File: src/rtl/select_encoder_seq.sv
// ============================================================================
// Module   : select_encoder_seq
// Purpose  : Instruction-register latch plus register-field select/encode
//            stage. Decodes opcode, sign-extended immediate and the Ra/Rb/Rc
//            fields into one-hot register-file write/read enables. Supports
//            manual field selection with hold, an automatic Ra->Rb->Rc
//            operand sequencer (start/busy/done) and R0-reads-as-zero on
//            base-address reads. Flags out-of-range register indices.
// Ports    :
//   clk        in   rising-edge clock
//   clr        in   synchronous active-low reset
//   ir         in   instruction word, captured when ir_load=1
//   ir_load    in   load strobe for the instruction register
//   gra/grb/grc in  manual field select (grc > grb > gra), IDLE only
//   rIN        in   write enable for the selected register
//   rOUT       in   read enable for the selected register
//   baOUT      in   base-address read; R0 reads as zero
//   start      in   launch the Ra, Rb, Rc operand sequence
//   op         out  opcode field of the latched IR
//   data_sign  out  sign-extended immediate of the latched IR
//   reg_in     out  one-hot register write enables
//   reg_out    out  one-hot register read enables
//   decode     out  currently selected register index
//   r0_zero    out  bus must drive zero (baOUT on R0)
//   busy       out  sequencer active
//   done       out  one-cycle end-of-sequence pulse
//   seq_field  out  field driven by sequencer: 0 none, 1 Ra, 2 Rb, 3 Rc
//   sel_err    out  sticky out-of-range selection flag
// Revision : 1.0 - initial release
// ============================================================================
`default_nettype none

module select_encoder_seq #(
  parameter int DATA_W   = 32,
  parameter int SEL_W    = 4,
  parameter int NUM_REGS = 16,
  parameter int OP_W     = 5,
  parameter int IMM_W    = 18
) (
  input  logic                clk,
  input  logic                clr,
  input  logic [DATA_W-1:0]   ir,
  input  logic                ir_load,
  input  logic                gra,
  input  logic                grb,
  input  logic                grc,
  input  logic                rIN,
  input  logic                rOUT,
  input  logic                baOUT,
  input  logic                start,
  output logic [OP_W-1:0]     op,
  output logic [DATA_W-1:0]   data_sign,
  output logic [NUM_REGS-1:0] reg_in,
  output logic [NUM_REGS-1:0] reg_out,
  output logic [SEL_W-1:0]    decode,
  output logic                r0_zero,
  output logic                busy,
  output logic                done,
  output logic [1:0]          seq_field,
  output logic                sel_err
);

  localparam int RA_MSB = DATA_W - OP_W - 1;
  localparam int RB_MSB = RA_MSB - SEL_W;
  localparam int RC_MSB = RB_MSB - SEL_W;

  typedef enum logic [2:0] {
    S_IDLE  = 3'd0,
    S_SEQ_A = 3'd1,
    S_SEQ_B = 3'd2,
    S_SEQ_C = 3'd3,
    S_DONE  = 3'd4
  } state_e;

  state_e              state_q;
  logic [DATA_W-1:0]   ir_q;
  logic [SEL_W-1:0]    sel_q;
  logic [SEL_W-1:0]    sel_d;
  logic                busy_q;
  logic                done_q;
  logic [1:0]          seq_field_q;
  logic                sel_err_q;
  logic [NUM_REGS-1:0] onehot;
  logic [SEL_W-1:0]    ra_w;
  logic [SEL_W-1:0]    rb_w;
  logic [SEL_W-1:0]    rc_w;

  // Fields always come from the live ir_q, so an ir_load mid-sequence is
  // seen by the field decoded in the following cycle.
  assign ra_w = ir_q[RA_MSB -: SEL_W];
  assign rb_w = ir_q[RB_MSB -: SEL_W];
  assign rc_w = ir_q[RC_MSB -: SEL_W];

  assign op        = ir_q[DATA_W-1 -: OP_W];
  assign data_sign = {{(DATA_W-IMM_W){ir_q[IMM_W-1]}}, ir_q[IMM_W-1:0]};

  // Selection: sequencer overrides manual selects; DONE simply holds.
  always_comb begin
    sel_d = sel_q;
    unique case (state_q)
      S_IDLE: begin
        if (grc)      sel_d = rc_w;
        else if (grb) sel_d = rb_w;
        else if (gra) sel_d = ra_w;
      end
      S_SEQ_A: sel_d = ra_w;
      S_SEQ_B: sel_d = rb_w;
      S_SEQ_C: sel_d = rc_w;
      default: sel_d = sel_q;
    endcase
  end

  assign decode = sel_d;

  // Indices beyond NUM_REGS match no bit, so the one-hot vector is all
  // zeros for them; that same all-zero condition flags the range error.
  always_comb begin
    onehot = '0;
    for (int i = 0; i < NUM_REGS; i++) begin
      onehot[i] = (sel_d == SEL_W'(i));
    end
  end

  assign r0_zero = baOUT && (sel_d == '0);
  assign reg_in  = (rIN && !busy_q) ? onehot : '0;

  always_comb begin
    reg_out = (rOUT || baOUT) ? onehot : '0;
    if (r0_zero) begin
      reg_out[0] = 1'b0;
    end
  end

  always_ff @(posedge clk) begin
    if (!clr) begin
      state_q     <= S_IDLE;
      ir_q        <= '0;
      sel_q       <= '0;
      busy_q      <= 1'b0;
      done_q      <= 1'b0;
      seq_field_q <= 2'd0;
      sel_err_q   <= 1'b0;
    end else begin
      if (ir_load) begin
        ir_q <= ir;
      end
      sel_q <= sel_d;
      if ((onehot == '0) && (rIN || rOUT || baOUT)) begin
        sel_err_q <= 1'b1;
      end
      unique case (state_q)
        S_IDLE: begin
          if (start) begin
            state_q     <= S_SEQ_A;
            busy_q      <= 1'b1;
            seq_field_q <= 2'd1;
          end
          done_q <= 1'b0;
        end
        S_SEQ_A: begin
          state_q     <= S_SEQ_B;
          seq_field_q <= 2'd2;
        end
        S_SEQ_B: begin
          state_q     <= S_SEQ_C;
          seq_field_q <= 2'd3;
        end
        S_SEQ_C: begin
          state_q     <= S_DONE;
          busy_q      <= 1'b0;
          done_q      <= 1'b1;
          seq_field_q <= 2'd0;
        end
        default: begin
          state_q     <= S_IDLE;
          busy_q      <= 1'b0;
          done_q      <= 1'b0;
          seq_field_q <= 2'd0;
        end
      endcase
    end
  end

  assign busy      = busy_q;
  assign done      = done_q;
  assign seq_field = seq_field_q;
  assign sel_err   = sel_err_q;

endmodule

`default_nettype wire

File: config.mk
export PLATFORM = sky130hd
export DESIGN_NAME = select_encoder_seq
export DESIGN_NICKNAME = d
export VERILOG_FILES = /design/src/rtl/select_encoder_seq.sv
export SDC_FILE = /design/constraint.sdc
export NUM_CORES = 1
export LEC_CHECK = 0
export BUFFER_PORTS_ARGS = -buffer_cell sky130_fd_sc_hd__buf_2
export CORE_MARGIN = 4
export CORE_UTILIZATION = 32
export CTS_CLUSTER_DIAMETER = 50
export DETAILED_ROUTE_END_ITERATION = 10
export PLACE_DENSITY = 0.69
export SLEW_MARGIN = 15
export SYNTH_ARGS = -nofsm -noshare
export SYNTH_HDL_FRONTEND = slang
export SYNTH_SLANG_ARGS = --single-unit
File: constraint.sdc
create_clock -name clk -period 6 [get_ports clk]
set_input_delay 0.9 -clock clk [delete_from_list [all_inputs] [get_ports clk]]
set_output_delay 0.9 -clock clk [all_outputs]
set_load 0.005 [all_outputs]
-- Yosys cells after proc, flatten, opt, wreduce, memory -nomap -nowiden
Index checks and enable logic that the tools add are counted.
- register bits after elaboration: 44
- bits of input ports: 42
- output and inout bits: 79
- eq/ne operators: 19
- mux-type cells: 14
- bitwise operators: 1
- reduce and logical (&&, ||, !) cells: 12
- operators with widths (operator ; count):
    equality test 4 bit, second input constant ; 8
    2-to-1 mux 16 bit ; 2
    equality test 4 x 3 -> 1 bit, second input constant ; 4
    zero test 16 bit ; 1
    one-hot mux 4 bit (4 select lines) ; 1
    2-to-1 mux 4 bit ; 3
    one-hot mux 3 bit (4 select lines) ; 1
    equality test 4 x 2 -> 1 bit, second input constant ; 2
    equality test 3 x 2 -> 1 bit, second input constant ; 2
    one-hot mux 2 bit (3 select lines) ; 1
    equality test 4 x 1 -> 1 bit, second input constant ; 1
    zero test 4 bit ; 1
    one-hot mux 1 bit (2 select lines) ; 2
    equality test 3 x 1 -> 1 bit, second input constant ; 1
    logical AND 1 bit ; 3
    zero test 3 bit ; 1
    logical OR 1 bit ; 3
    2-to-1 mux 3 bit ; 1
    2-to-1 mux 1 bit ; 2
    2-to-1 mux 2 bit ; 1
    inequality test 2 bit, second input constant ; 1
    AND reduction 2 bit ; 1
    OR reduction 2 bit ; 1
    zero test 1 bit ; 1
    NOT 1 bit ; 1

-- Depth between registers and ports, before layout
Gate-level depths: netlist of the first run.
- depth in word-level cells: 7
- gate-level depth with buffers: 8

-- Worst setup path before layout of the first run
Ideal clock, no wire load.
- kind: input to output
- start point: in grc
- end point: out reg_in[12]
- data arrival time: 2.205 ns
- required time: 5.100 ns
- slack: 2.895 ns
- stages on the path: 7
- buffers on the path: 3
- cells stage by stage: clkbuf_1 a2111oi_0 o32a_1 buf_4 inv_4 buf_6 nor4_2
- word-level cells in the longest chain between the ends: 4
- RTL lines (what ; RTL line ; text):
    start, declared ; 46 ; input logic grc,
    2-to-1 mux 4 bit ; 102 ; if (grc) sel_d = rc_w;
    one-hot mux 4 bit (4 select lines) ; 100 ; unique case (state_q)
    via decode[1] ; 55 ; output logic [SEL_W-1:0] decode,
    equality test 4 bit ; 120 ; onehot[i] = (sel_d == SEL_W'(i));
    2-to-1 mux 16 bit ; 125 ; assign reg_in = (rIN && !busy_q) ? onehot : '0;
    end, declared ; 53 ; output logic [NUM_REGS-1:0] reg_in,
The timed path passes the listed nets, and every way through them passes these cells.

-- Worst setup path in the final report of the first run
- start point: reg state_q[1]
- end point: out reg_out[10]
- word-level cells in the longest chain between the ends: 4
- RTL lines (what ; RTL line ; text):
    start, declared ; 75 ; state_e state_q;
    start signal, assigned ; 136 ; state_q <= S_IDLE;
    start signal, assigned ; 154 ; state_q <= S_SEQ_A;
    start signal, assigned ; 161 ; state_q <= S_SEQ_B;
    equality test 3 x 2 -> 1 bit (tied with other cells) ; 100 ;
    one-hot mux 4 bit (4 select lines) (*) ; 100 ;
    equality test 4 bit (*) ; 120 ;
    2-to-1 mux 16 bit (*) ; 128 ; reg_out = (rOUT || baOUT) ? onehot : '0;
    end, declared ; 54 ; output logic [NUM_REGS-1:0] reg_out,
Mark *: on every way between the ends. The rest lies on a longest branch, timed or not.

==> flow_summary.toml, run 1 <==
[routing]
dr.first_iter.drc_count = 87
totalWireLength_mm = 6.573
route.detailed.drc = 0
firstDrtPassIters = 4
avgViaCountPerCell = 4.944
vias = 2225
drt.antenna.violating_nets = 0
wire_per_inst_um = 14.61

[global_route]
antenna_found_initial = 0
grt_pass1_vias = 2083
gr-total-overflow = 0
grt_usage_pct = 12.34
grt_max_degree = 39
grt_pass1_wl_mm = 10.29

[logic_synthesis]
synth-edff-count = 0
ys.flop_type = "dfxtp_1"
syn-cell-area_sq_mm = 0.002789
yosysUniqueCellTypes = 41
syn_area_per_cell_sq_um = 10.14
synth-seq-cells = 44
syn_inst = 275
synth_nets = 317
seq_area_frac_synth_pct = 31.58
yosys_warnings = 0
async_flop_share_pct = 0

[worst_setup_path]
reg2reg_to = "sel_q[2]"
critPathMaxStageDelay_ps = 830
arrival_ps = 3320
critical_path.top_delay_family = "compound AO/OA/AOI/OAI gates"
crit_type = "register to output port"
crit_chain = "mux2_2, a221oi_1, o32a_1, inv_4, nor4_1, buf_2"
cp_slowest_cell = "o32a_1"
rrSetupSlack_ps = 3140
timing.rr.start = "state_q[1]"
cp-start-kind = "register"
cp_num_buf_inv = 2
r2r_cells = 5
endpoint_kind = "output port"
path_max_fanout = 19
crit_required_ps = 5100

[die]
core_region_area_sq_mm = 0.008341
dieWidth_um = 101.4
rows = 33
ios = 121
initial_core_util_pct = 33.44
die_y_um = 101.4
dieArea_sq_mm = 0.01027

[placement]
dp_hpwl_mm = 4.921
gp_congestion = 0.8386
portBuffers = 120
dpl_worst_slack_ps = 1951
dp.cells = 442

[clocking]
path_clk_slew_ps = 80
cts_resized = 0
h-tree-depth = 2
cts_max_path_buffers = 2
postCtsSetupRepairBufs = 0
cts.sinks = 44
clk_latency_ps = 300
cts-buffers-inserted = 5
root_buffer = "clkbuf_8"
holdBufCountCts = 0
tritoncts = "done"

[power_and_ir_drop]
combPwrFrac_pct = 27.8
p_sw_uw = 259.1
p_int_uw = 526.8
netSwitchingFraction_pct = 32.97
p_clk_share_pct = 29.7
powerDensity_mw_per_mm2 = 243.4
p_seq_share_pct = 42.5
power.leakage_nw = 1.488
ir_drop_mv = 0.1250

[timing]
finalCriticalPeriod_ps = 4220
setup-tns-final_ps = 0
max_slew_margin_pct = 36.94
drv_slew = 0
period_share_pct = 70.33
timing.hold.ws_ps = 469.3
setup_ws_ps = 1780
rsz0062_at_grt = "no"
fin_skew_ps = 4.248
final-setup-viol-count = 0
worstMarginPinSlew_ps = 946.0
hold_viol_final = 0
clock.fmax_mhz = 237.0

[hold_path]
min_to = "sel_err"
min-delay-start = "sel_err"
holdPathStages = 1
hold_path_class = "register to register"

[cells_and_area]
final_nets = 386
diodes = 0
syn2layout_area_growth_pct = 15.75
layoutNonFillerInstCount = 450
layout-drive-gt1-share_pct = 48.99

[run]
max_cap_viol_count = 0

[outcome]
status = "finished clean"
==> kinds of logic after synthesis <==
logic type,after synthesis,share of synthesized area (%)
AND/OR/NAND/NOR,100,27.64
buffers and inverters,64,15.75
flip-flops,44,31.58
multiplexers,37,13.50
AO/OA/AOI/OAI,29,11.22
XOR/XNOR,1,0.3141
==> worst max path at each step <==
stage | to | slack (ps) | cells after the start | start
6_report | reg_out[10] | 1780 | 6 | state_q[1]
5_1_grt | reg_in[1] | 1550 | 6 | state_q[1]
4_1_cts | reg_out[0] | 1780 | 6 | state_q[1]
3_5_place_dp | reg_out[0] | 1950 | 6 | gra
3_3_place_gp | reg_out[0] | 2080 | 6 | gra
2_1_floorplan | reg_in[12] | 2900 | 7 | grc
==> cell type report <==
cell class / count / area (sq um)
Inverter: 6 / 30.03
Sequential cell: 44 / 880.8
Clock buffer: 5 / 68.82
Multi-Input combinational cell: 167 / 1469
Tap cell: 105 / 131.4
Fill cell: 870 / 5112
Timing Repair Buffer: 120 / 600.6
Clock inverter: 3 / 47.55
==> flip-flops by register name, indices dropped and copies added (netlist names) <==
| signal | count |
|---|---|
| busy | 1 |
| seq_field | 2 |
| sel_q | 4 |
| state_q | 3 |
| sel_err | 1 |
| ir_q | 32 |
| done | 1 |
==> placed cells by master (no fill, tap or decap), drive strengths merged, types with 2 or more instances in the layout <==
cell | synthesis | final
clkinv | 0 | 2
nand2b | 2 | 2
buf | 51 | 120
a211oi | 2 | 2
a21oi | 2 | 2
o32a | 3 | 3
and2 | 5 | 5
o211ai | 3 | 3
a2111oi | 3 | 3
mux2 | 5 | 5
a221oi | 4 | 4
nor4 | 33 | 33
nand2 | 2 | 2
nor2b | 45 | 45
mux2i | 32 | 32
or2 | 2 | 2
dfxtp | 44 | 44
o21ai | 5 | 5
nor2 | 3 | 3
inv | 6 | 6
a22oi | 2 | 2
nor3 | 3 | 3
clkbuf | 7 | 5
nor3b | 4 | 4
==> synthesized netlist by cell type, types with 3 or more instances <==
library cell,count,area [sq um]
o21ai_1,3,15.01
nor2b_1,44,275.3
and2_1,5,31.28
inv_1,3,11.26
nor3b_1,4,30.03
inv_4,3,18.77
buf_2,3,15.01
buf_6,4,45.04
mux2i_1,32,320.3
nor4_2,21,262.8
dfxtp_1,44,880.8
clkbuf_1,7,26.28
nor4_1,12,75.07
buf_4,42,315.3
nor2_1,3,11.26
o32a_1,3,30.03
mux2_2,5,56.30
a2111oi_0,3,26.28
==> metal layers <==
metal / vias to the layer above / wire (um) / global-route usage [%]
li1: 1090 / - / -
met1: 1066 / 2713 / 14.69
met2: 62 / 3433 / 22.18
met3: 7 / 337 / 2.135
met4: 0 / 87 / 4.397
met5: - / 0 / 0
==> power by group through the flow <==
stage / combinational [mW] / sequential (mW) / clock (mW)
floorplan: 0.191 / 0.332 / 0
global placement: 0.216 / 0.340 / 0
detailed placement: 0.219 / 0.341 / 0
CTS: 0.220 / 0.334 / 0.242
global route: 0.240 / 0.337 / 0.256
finish: 0.219 / 0.334 / 0.233
==> through the flow <==
stage	utilization, %	total power, mW	area (sq um)
floorplan	-	0.5232	2789
global placement	37.31	0.5554	3112
detailed placement	37.31	0.5603	3112
CTS	38.70	0.7965	3228
global route	38.70	0.8329	3228
finish	38.70	0.7859	3228
Power figures use the tool's default switching activity.
==> run 2: changes to the inputs <==
Settings changed: PLACE_DENSITY 0.69 to 0.71.
Clock period 6 ns to 3.4 ns, I/O delays scaled along.
==> flow_summary.toml, run 2 (synthesis results as in run 1) <==
[timing]
timing.hold.ws_ps = 467.2
drv_slew = 0
hold_viol_final = 0
setup_ws_ps = 369.7
final-setup-viol-count = 0
period_share_pct = 89.13
worstMarginPinSlew_ps = 927.2
setup-tns-final_ps = 0
fin_skew_ps = 3.970
finalCriticalPeriod_ps = 3030
rsz0062_at_grt = "no"
max_slew_margin_pct = 38.19
clock.fmax_mhz = 330.0

[die]
dieArea_sq_mm = 0.01027
initial_core_util_pct = 33.44
ios = 121
rows = 33
dieWidth_um = 101.4
die_y_um = 101.4
core_region_area_sq_mm = 0.008341

[clocking]
cts.sinks = 44
cts_max_path_buffers = 2
path_clk_slew_ps = 80
postCtsSetupRepairBufs = 0
holdBufCountCts = 0
clk_latency_ps = 290
cts_resized = 0
root_buffer = "clkbuf_8"
tritoncts = "done"
h-tree-depth = 2
cts-buffers-inserted = 5

[routing]
totalWireLength_mm = 6.535
drt.antenna.violating_nets = 0
route.detailed.drc = 0
avgViaCountPerCell = 4.804
wire_per_inst_um = 14.39
firstDrtPassIters = 4
dr.first_iter.drc_count = 128
vias = 2181

[global_route]
grt_pass1_vias = 1997
antenna_found_initial = 1
gr-total-overflow = 0
grt_pass1_wl_mm = 10.27
grt_max_degree = 39
grt_usage_pct = 12.41

[worst_setup_path]
arrival_ps = 2520
critPathMaxStageDelay_ps = 710
cp-start-kind = "register"
endpoint_kind = "output port"
cp_num_buf_inv = 2
critical_path.top_delay_family = "flip-flops"
crit_type = "register to output port"
crit_required_ps = 2890
crit_chain = "mux2_2, a221oi_1, o32a_1, inv_4, nor4_1, buf_2"
cp_slowest_cell = "dfxtp_1"
path_max_fanout = 19

[placement]
placed_cell_area_sq_mm = 0.003134
portBuffers = 120
gp_congestion = 0.8438
dpl_worst_slack_ps = 714.1
dp_hpwl_mm = 4.919
dp.cells = 445

[power_and_ir_drop]
finalPower_mw = 1.319
power.leakage_nw = 1.494
ir_drop_mv = 0.1919
powerDensity_mw_per_mm2 = 408.4

[cells_and_area]
final_cell_mix = "120 x buf_2, 44 x nor2b_1, 44 x dfxtp_1"
reg.largest.list = "ir_q (32), sel_q (4), state_q (3)"
layout_commonest_cell = "buf_2"
layout-drive-gt1-share_pct = 49.43
fillers = 848
largest_reg_flops = 32
final_nets = 389
final_area_sq_mm = 0.003229
final_util_pct = 38.72
layoutNonFillerInstCount = 454
syn2layout_area_growth_pct = 15.79
regMostFlops = "ir_q"

[hold_path]
hold_path_class = "register to register"

[outcome]
status = "finished clean"

[run]
max_cap_viol_count = 0
-- run 2: cell types whose count changed in the layout (fill, tap and decap cells not counted) --
cell,delta
diode_2,+1
clkbuf_8,+1
clkinv_2,+2
clkinv_4,-2
buf_4,+3
bufinv_16,-1
-- run 2: final cells by class --
type / count / area (sq um) / share of cell area [%]
Multi-Input combinational cell: 167 / 1469 / 45.49
Sequential cell: 44 / 880.8 / 27.28
Timing Repair Buffer: 123 / 623.1 / 19.29
Tap cell: 105 / 131.4 / 4.068
Clock buffer: 6 / 82.58 / 2.557
Inverter: 6 / 30.03 / 0.9299
Clock inverter: 2 / 10.01 / 0.3100
Antenna cell: 1 / 2.502 / 0.07749
-- run 2: path summary, 6_finish.rpt --
check | from | end | slack [ps] | depth (start not counted)
setup / recovery | state_q[1] | r0_zero | 370 | 6
hold / removal | sel_err | sel_err | 470 | 1
setup reg to reg | state_q[1] | sel_q[2] | 1340 | 5
hold reg to reg | sel_err | sel_err | 470 | 1
-- run 2: power breakdown --
part	switching (mW)	leakage [nW]	total, mW	internal (mW)
logic	0.230	1.08	0.395	0.166
clock network	0.173	0.0510	0.335	0.162
registers	0.0374	0.363	0.588	0.551
total	0.440	1.49	1.32	0.879
-- run 2: worst register-to-register path, stage by stage, from the launching register on --
cell and delay (ps):
dfxtp_1 710, mux2_2 400, a221oi_1 270, o32a_1 270, inv_4 120, and2_1 170
-- run 2: per-layer routing --
layer | vias to the layer above | track usage (%) | part of all wire (%)
met5 | - | 0 | 0
met4 | 0 | 4.908 | 2.2
met3 | 12 | 2.479 | 4.7
met2 | 58 | 20.88 | 51
met1 | 1017 | 15.55 | 42
li1 | 1094 | - | -
==> run 3: changes to the inputs <==
Settings changed: PLACE_DENSITY 0.71 to 0.65.
==> flow_summary.toml, run 3 (synthesis results as in run 1) <==
[routing]
route.detailed.drc = 0
vias = 2234
drt.antenna.violating_nets = 0
dr.first_iter.drc_count = 107
totalWireLength_mm = 6.596
wire_per_inst_um = 14.59
avgViaCountPerCell = 4.942
firstDrtPassIters = 4

[clocking]
root_buffer = "clkbuf_8"
cts_resized = 0
path_clk_slew_ps = 70
tritoncts = "done"
h-tree-depth = 2
clk_latency_ps = 280
postCtsSetupRepairBufs = 0
cts-buffers-inserted = 5
holdBufCountCts = 0
cts.sinks = 44
cts_max_path_buffers = 2

[run]
max_cap_viol_count = 0

[timing]
fin_skew_ps = 3.732
setup-tns-final_ps = 0
period_share_pct = 90.75
worstMarginPinSlew_ps = 937.6
hold_viol_final = 0
rsz0062_at_grt = "no"
max_slew_margin_pct = 37.49
clock.fmax_mhz = 324.1
timing.hold.ws_ps = 462.9
drv_slew = 0
finalCriticalPeriod_ps = 3085
final-setup-viol-count = 0

[outcome]
status = "finished clean"

[cells_and_area]
final_cell_mix = "120 x buf_2, 44 x nor2b_1, 44 x dfxtp_1"
final_area_sq_mm = 0.003212
largest_reg_flops = 32
layout_commonest_cell = "buf_2"
reg.largest.list = "ir_q (32), sel_q (4), state_q (3)"
final_nets = 389
syn2layout_area_growth_pct = 15.16
layout-drive-gt1-share_pct = 48.99
diodes = 0
fillers = 858
final_util_pct = 38.51
regMostFlops = "ir_q"

[placement]
portBuffers = 120
dp_hpwl_mm = 4.854
placed_cell_area_sq_mm = 0.003134
gp_congestion = 0.7596

[die]
initial_core_util_pct = 33.44
dieWidth_um = 101.4
dieArea_sq_mm = 0.01027
rows = 33
die_y_um = 101.4
ios = 121
core_region_area_sq_mm = 0.008341

[global_route]
grt_max_degree = 39
grt_pass1_wl_mm = 10.33
grt_pass1_vias = 2117
antenna_found_initial = 0
gr-total-overflow = 0
grt_usage_pct = 12.43

[worst_setup_path]
endpoint_kind = "output port"
cp-start-kind = "register"
crit_required_ps = 2890
arrival_ps = 2580
crit_type = "register to output port"
path_max_fanout = 19

[power_and_ir_drop]
finalPower_mw = 1.291
powerDensity_mw_per_mm2 = 402.1
power.leakage_nw = 1.484
ir_drop_mv = 0.1519

[hold_path]
hold_path_class = "register to register"
-- run 3: cell types whose count changed in the layout (fill, tap and decap cells not counted), sizes merged --
cell,previous run,this run
diode,1,0
clkinv,2,1
-- run 3: through the flow --
| stage | setup WS (ps) | instances |
|---|---|---|
| 3_3_place_gp | 763.2 | 445 |
| 4_1_cts | 334.7 | 452 |
| 6_report | 314.6 | 452 |
| 5_1_grt | 184.8 | 452 |
| 3_5_place_dp | 661.0 | 445 |
| 2_1_floorplan | 1075 | 275 |
-- run 3: cell type report --
class / instances / area [sq um] / area share (%)
clock buffer: 6 / 72.57 / 2.259
inverter: 6 / 30.03 / 0.9349
timing repair buffer: 123 / 623.1 / 19.40
sequential: 44 / 880.8 / 27.43
tap: 105 / 131.4 / 4.090
clock inverter: 1 / 5.005 / 0.1558
multi-input combinational: 167 / 1469 / 45.73
-- run 3: worst max-delay path: stages (launching register included) --
cell and delay [ps]:
dfxtp_1 700, mux2_2 410, a221oi_1 290, o32a_1 290, inv_4 130, nor4_1 300, buf_2 170
-- run 3: routing by layer --
metal | wire length [um] | track usage, %
met5 | 0 | 0
met4 | 58 | 3.579
met3 | 303 | 2.617
met2 | 3622 | 22.99
met1 | 2611 | 14.31
-- run 3: worst paths after layout --
path	depth (start not counted)	from	to	slack, ps
worst max-delay path	6	state_q[1]	reg_out[8]	310
worst min-delay path	1	sel_err	sel_err	460
worst max register to register	5	state_q[1]	sel_q[2]	1310
worst min register to register	1	sel_err	sel_err	460
-- run 3: report_power, final --
part,switching (mW),internal (mW),total [mW]
Sequential,0.0377,0.551,0.589
Clock,0.166,0.140,0.305
Combinational,0.232,0.166,0.397
Total,0.435,0.856,1.29
